$ cat src/rtl/apb_pkg.sv
// rtl/apb_pkg.sv - shared APB slave types and constants
package apb_pkg;

    typedef enum logic [1:0] {
        APB_IDLE,
        APB_WAIT,
        APB_ACCESS
    } apb_state_t;

    localparam logic APB_OKAY   = 1'b0;
    localparam logic APB_SLVERR = 1'b1;

    // Wait counter is sized for WAIT_CYCLES up to 15
    localparam int WAIT_CNT_W = 4;

endpackage

$ cat src/rtl/apb_ram_array.sv
// rtl/apb_ram_array.sv - word RAM with byte-enable write, async read, async clear
module apb_ram_array #(
    parameter int DATA_W = 32,
    parameter int DEPTH  = 16
) (
    input  logic                     clk,
    input  logic                     rst,
    input  logic                     we,
    input  logic [$clog2(DEPTH)-1:0] waddr,
    input  logic [DATA_W-1:0]        wdata,
    input  logic [DATA_W/8-1:0]      wstrb,
    input  logic [$clog2(DEPTH)-1:0] raddr,
    output logic [DATA_W-1:0]        rdata
);

    logic [DATA_W-1:0] mem_q [DEPTH];

    // Byte-lane writes; whole array clears on reset
    always_ff @(posedge clk or posedge rst) begin
        if (rst) begin
            mem_q <= '{default: '0};
        end else if (we) begin
            for (int b = 0; b < DATA_W/8; b++) begin
                if (wstrb[b]) begin
                    mem_q[waddr][8*b +: 8] <= wdata[8*b +: 8];
                end
            end
        end
    end

    assign rdata = mem_q[raddr];

endmodule

$ cat src/rtl/apb_ram_slave.sv
// rtl/apb_ram_slave.sv - APB3 slave with internal RAM, wait states and error response
module apb_ram_slave
    import apb_pkg::*;
#(
    parameter int DATA_W      = 32,
    parameter int ADDR_W      = 32,
    parameter int DEPTH       = 16,
    parameter int WAIT_CYCLES = 0
) (
    input  logic                pclk,
    input  logic                preset,
    input  logic [ADDR_W-1:0]   paddr,
    input  logic                psel,
    input  logic                penable,
    input  logic                pwrite,
    input  logic [DATA_W-1:0]   pwdata,
    input  logic [DATA_W/8-1:0] pstrb,
    output logic [DATA_W-1:0]   prdata,
    output logic                pready,
    output logic                pslverr
);

    localparam int AL      = $clog2(DATA_W/8);
    localparam int IDX_W   = $clog2(DEPTH);
    localparam bit NO_WAIT = (WAIT_CYCLES == 0);
    localparam logic [WAIT_CNT_W-1:0] CNT_INIT =
        NO_WAIT ? '0 : WAIT_CNT_W'(WAIT_CYCLES - 1);

    apb_state_t              state_q, state_d;
    logic [WAIT_CNT_W-1:0]   cnt_q, cnt_d;
    logic                    err_q, err_d;
    logic [IDX_W-1:0]        idx_q, idx_d;
    logic                    write_q, write_d;
    logic [DATA_W-1:0]       prdata_q, prdata_d;
    logic                    pready_q, pready_d;
    logic                    pslverr_q, pslverr_d;

    logic                    misaligned;
    logic                    out_of_range;
    logic                    err_now;
    logic [IDX_W-1:0]        idx_now;
    logic [IDX_W-1:0]        ram_raddr;
    logic [DATA_W-1:0]       ram_rdata;
    logic                    ram_we;

    // Byte-wide buses have no alignment bits
    if (AL == 0) begin : g_no_align
        assign misaligned = 1'b0;
    end else begin : g_align
        assign misaligned = |paddr[AL-1:0];
    end

    // Any set bit above the word index means idx >= DEPTH; no truncation aliasing
    assign out_of_range = |(paddr >> (AL + IDX_W));
    assign err_now      = misaligned | out_of_range;
    assign idx_now      = paddr[AL +: IDX_W];

    // Setup reads straight from the bus address; later phases use the captured index
    assign ram_raddr = (state_q == APB_IDLE) ? idx_now : idx_q;

    apb_ram_array #(
        .DATA_W (DATA_W),
        .DEPTH  (DEPTH)
    ) u_ram (
        .clk   (pclk),
        .rst   (preset),
        .we    (ram_we),
        .waddr (idx_q),
        .wdata (pwdata),
        .wstrb (pstrb),
        .raddr (ram_raddr),
        .rdata (ram_rdata)
    );

    // Next-state, wait counting and registered response selection
    always_comb begin
        state_d   = state_q;
        cnt_d     = cnt_q;
        err_d     = err_q;
        idx_d     = idx_q;
        write_d   = write_q;
        pready_d  = 1'b0;
        pslverr_d = APB_OKAY;
        prdata_d  = '0;
        ram_we    = 1'b0;
        case (state_q)
            APB_IDLE: begin
                if (psel && !penable) begin
                    err_d   = err_now;
                    idx_d   = idx_now;
                    write_d = pwrite;
                    if (NO_WAIT) begin
                        state_d   = APB_ACCESS;
                        pready_d  = 1'b1;
                        pslverr_d = err_now ? APB_SLVERR : APB_OKAY;
                        prdata_d  = (!pwrite && !err_now) ? ram_rdata : '0;
                    end else begin
                        state_d = APB_WAIT;
                        cnt_d   = CNT_INIT;
                    end
                end
            end
            APB_WAIT: begin
                if (!psel) begin
                    state_d = APB_IDLE;
                end else if (penable) begin
                    if (cnt_q == '0) begin
                        state_d   = APB_ACCESS;
                        pready_d  = 1'b1;
                        pslverr_d = err_q ? APB_SLVERR : APB_OKAY;
                        prdata_d  = (!write_q && !err_q) ? ram_rdata : '0;
                    end else begin
                        cnt_d = cnt_q - WAIT_CNT_W'(1);
                    end
                end
            end
            APB_ACCESS: begin
                state_d = APB_IDLE;
                ram_we  = psel && penable && pwrite && !err_q;
            end
            default: begin
                state_d = APB_IDLE;
            end
        endcase
    end

    // State, capture and output registers
    always_ff @(posedge pclk or posedge preset) begin
        if (preset) begin
            state_q   <= APB_IDLE;
            cnt_q     <= '0;
            err_q     <= 1'b0;
            idx_q     <= '0;
            write_q   <= 1'b0;
            prdata_q  <= '0;
            pready_q  <= 1'b0;
            pslverr_q <= APB_OKAY;
        end else begin
            state_q   <= state_d;
            cnt_q     <= cnt_d;
            err_q     <= err_d;
            idx_q     <= idx_d;
            write_q   <= write_d;
            prdata_q  <= prdata_d;
            pready_q  <= pready_d;
            pslverr_q <= pslverr_d;
        end
    end

    assign prdata  = prdata_q;
    assign pready  = pready_q;
    assign pslverr = pslverr_q;

endmodule

$ cat config.mk
export PLATFORM = sky130hd
export DESIGN_NAME = apb_ram_slave
export DESIGN_NICKNAME = d
export VERILOG_FILES = /design/src/rtl/apb_pkg.sv /design/src/rtl/apb_ram_array.sv /design/src/rtl/apb_ram_slave.sv
export SDC_FILE = /design/constraint.sdc
export NUM_CORES = 1
export LEC_CHECK = 0
export CAP_MARGIN = 20
export CELL_PAD_IN_SITES_DETAIL_PLACEMENT = 0
export CELL_PAD_IN_SITES_GLOBAL_PLACEMENT = 2
export CORE_AREA = 2 2 188 282
export DETAILED_ROUTE_END_ITERATION = 6
export DIE_AREA = 0 0 190 284
export GPL_TIMING_DRIVEN = 1
export MAX_ROUTING_LAYER = met4
export PLACE_DENSITY_LB_ADDON = 0.15
export SETUP_SLACK_MARGIN = 0.2
export SYNTH_ARGS = -nofsm -noshare
export SYNTH_HDL_FRONTEND = slang
export SYNTH_SLANG_ARGS = --single-unit
export TNS_END_PERCENT = 50
$ cat constraint.sdc
create_clock -name pclk -period 48.3 [get_ports pclk]
set_input_delay 7.245 -clock pclk [delete_from_list [all_inputs] [get_ports pclk]]
set_output_delay 7.245 -clock pclk [all_outputs]
set_load 0.05 [all_outputs]
==> impl_metrics.env <==
export IMPL_r2r_start="state_q[1]"
export IMPL_grt_total_usage_pct=23.1
export IMPL_drv_cap=0
export IMPL_finalSetupViolCount=0
export IMPL_dp_hpwl_um=37400
export IMPL_finalSetupTns_ns=0
export IMPL_max_stage_delay_ns=0.89
export IMPL_fin_crit_sh_pct=21.0
export IMPL_antenna_found_initial=3
export IMPL_drt_first_pass_iters=5
export IMPL_fmax_mhz=98.7
export IMPL_slew_viol_final=0
export IMPL_grt_pass1_wl_um=92700
export IMPL_place_area_um2=26600
export IMPL_cts_setup_buffers=0
export IMPL_cp_data_arrival_time_ns=10.55
export IMPL_min_period_ns=10.13
export IMPL_rr_endpoint="prdata[26]"
export IMPL_max_slew_worst_pin_slew_ns=1.07
export IMPL_cts_tree="done"
export IMPL_peakVddDrop_uv=24.9
export IMPL_rr_worst_depth=6
export IMPL_utilization_pct=55.1
export IMPL_die_h_um=284
export IMPL_drc_errors=0
export IMPL_final_common_cell="dfrtp_1"
export IMPL_cp_max_fo=129
export IMPL_crit_required_ns=48.72
export IMPL_root_buffer="clkbuf_16"
export IMPL_wirelength_um=58700
export IMPL_grt_pass1_vias=15300
export IMPL_gp_congestion=0.750
export IMPL_drtIter0Drc=755
export IMPL_cts_sinks=552
export IMPL_hold_depth=1
export IMPL_reg2reg_slack_ns=44.27
export IMPL_dieWidth_um=190
export IMPL_critPathTopFamily="buffers and inverters"
export IMPL_initial_utilization_pct=48.4
export IMPL_crit_chain="clkdlybuf4s50_1 > mux2i_4 > buf_12 > buf_4 > mux2_1 > a222oi_1 > a221oi_1"
export IMPL_ant_nets=0
export IMPL_syn_inst=1609
export IMPL_htree_levels=2
export IMPL_final_cell_mix="dfrtp_1, mux2_1, mux2_2"
export IMPL_hp_class="register to register"
export IMPL_synth_nets=1682
export IMPL_insertion_delay_ns=0.58
export IMPL_worstSetupPathType="input pin to register"
export IMPL_min_from="u_ram.mem_q[139]"
export IMPL_nets=1762
export IMPL_drive_gt1_share_pct=23.8
export IMPL_core_um2=51400
export IMPL_area_delta_synth_final_pct=13.9
export IMPL_holdPathEnd="u_ram.mem_q[139]"
export IMPL_crit_path_start_kind="input pin"
export IMPL_syn_avg_cell_area_um2=15.5
export IMPL_status="finished clean"
export IMPL_synth_seq_cells=552
export IMPL_power_density_nw_per_um2=33.4
export IMPL_fillCellCount=4239
export IMPL_vias=14000
export IMPL_yosysWarnings=0
export IMPL_grt_ovfl_total=0
export IMPL_grt_max_degree=186
export IMPL_cts_resized=0
export IMPL_std_cell_rows=102
export IMPL_critical_path_slowest_cell="buf_4"
export IMPL_portBuffers=106
export IMPL_wl_per_cell_um=24.3
export IMPL_cts_buffer_depth=3
export IMPL_numCtsBuffers=52
export IMPL_cp_end_kind="register"
export IMPL_final_hold_violation_count=0
export IMPL_rsz0062_at_grt="false"
export IMPL_dieArea_um2=54000
export IMPL_clkTransAtPathRegs_ns=0.06
export IMPL_cts_hold_buf=0
export IMPL_fin_area_um2=28400
export IMPL_max_slew_margin_rel_pct=28.1
export IMPL_io_pins=107
export IMPL_netlist_area_um2=24900
export IMPL_skew_ns=0.0140
export IMPL_vias_per_cell=5.83
export IMPL_p_leak_nw=14.4
export IMPL_path_buf_inv=3
export IMPL_seq_area_frac_synth_pct=55.5
export IMPL_ys_types=36
-- cells by family after synthesis --
kind of cell / count (synthesis) / share of synthesized area (%)
buffers and inverters: 99 / 1.96
flip-flops: 552 / 55.5
multiplexers: 744 / 36.4
AND/OR/NAND/NOR: 114 / 2.78
AO/OA/AOI/OAI: 100 / 3.37
-- Yosys cell counts --
master	number	area share [%]
nand4_1	1	0.025
mux2_2	175	7.9
nor3b_2	1	0.050
mux2i_2	1	0.055
mux4_2	64	5.8
nand3_1	2	0.040
buf_6	3	0.14
nor3_1	5	0.10
nand2_4	10	0.45
a21oi_1	33	0.66
and2b_2	1	0.035
dfrtp_1	552	55
mux2_1	469	21
nand3b_1	1	0.030
nor2_1	12	0.18
buf_4	17	0.51
nor2b_1	1	0.025
nor3_2	2	0.080
buf_2	23	0.46
mux2i_1	35	1.4
or3_1	1	0.025
nand2_2	30	0.75
nand4_2	1	0.050
a21o_1	1	0.030
nor3b_1	5	0.15
o21ai_1	2	0.040
a221oi_2	9	0.54
nand2_1	27	0.41
a221oi_1	23	0.81
clkbuf_1	54	0.81
nand2b_1	6	0.15
nor4_1	7	0.18
nor4_2	1	0.050
buf_1	1	0.015
a222oi_1	32	1.3
inv_1	1	0.015
-- registers in the layout (all words and copies together), names as in the netlist --
register,flops
u_ram.mem_q,512
idx_q,4
pready,1
err_q,1
pslverr,1
prdata,32
state_q,1
-- metrics by stage --
step                      cells  power (W)  hold WS, ns  setup WS [ns]
after floorplan            1609   0.000515        0.457          25.62
after detailed placement   2309   0.000540        0.474          37.56
after CTS                  2404   0.000959        0.488          38.16
after global placement     2309   0.000539        0.466          37.56
after global routing       2409   0.000983        0.498          37.96
final                      2409   0.000947        0.482          38.17
-- worst max path at each step --
stage	start	endpoint	slack (ns)	cells after the start
floorplan	preset	err_q	25.62	1
global placement	paddr[2]	prdata[27]	37.56	7
detailed placement	paddr[2]	prdata[27]	37.56	7
CTS	paddr[2]	prdata[27]	38.16	7
global route	paddr[2]	prdata[27]	37.96	7
finish	paddr[2]	prdata[26]	38.17	7
-- final cells by class --
class,count,area [um^2],area share [%]
multi-input cells,958,10700,37.7
repair buffers,124,1240,4.38
clock inverters,15,125,0.441
clock buffers,80,1630,5.74
flip-flops and latches,552,13800,48.7
inverters,1,11.3,0.0397
diodes,3,7.51,0.0265
well taps,676,846,2.98
-- power breakdown --
part | switching (W) | internal (W) | leakage (nW)
Clock | 0.000176 | 0.000242 | 0.884
Sequential | 0.00000320 | 0.000464 | 7.70
Combinational | 0.0000428 | 0.0000195 | 5.78
-- layer usage --
layer	up-vias	wire length, um	track usage, %
met2	232	30100	38.9
li1	6210	-	-
met4	0	1380	6.30
met1	7509	25300	29.5
met5	-	0	-
met3	96	1850	2.73
No activity file was read; power rests on OpenSTA's default activity.
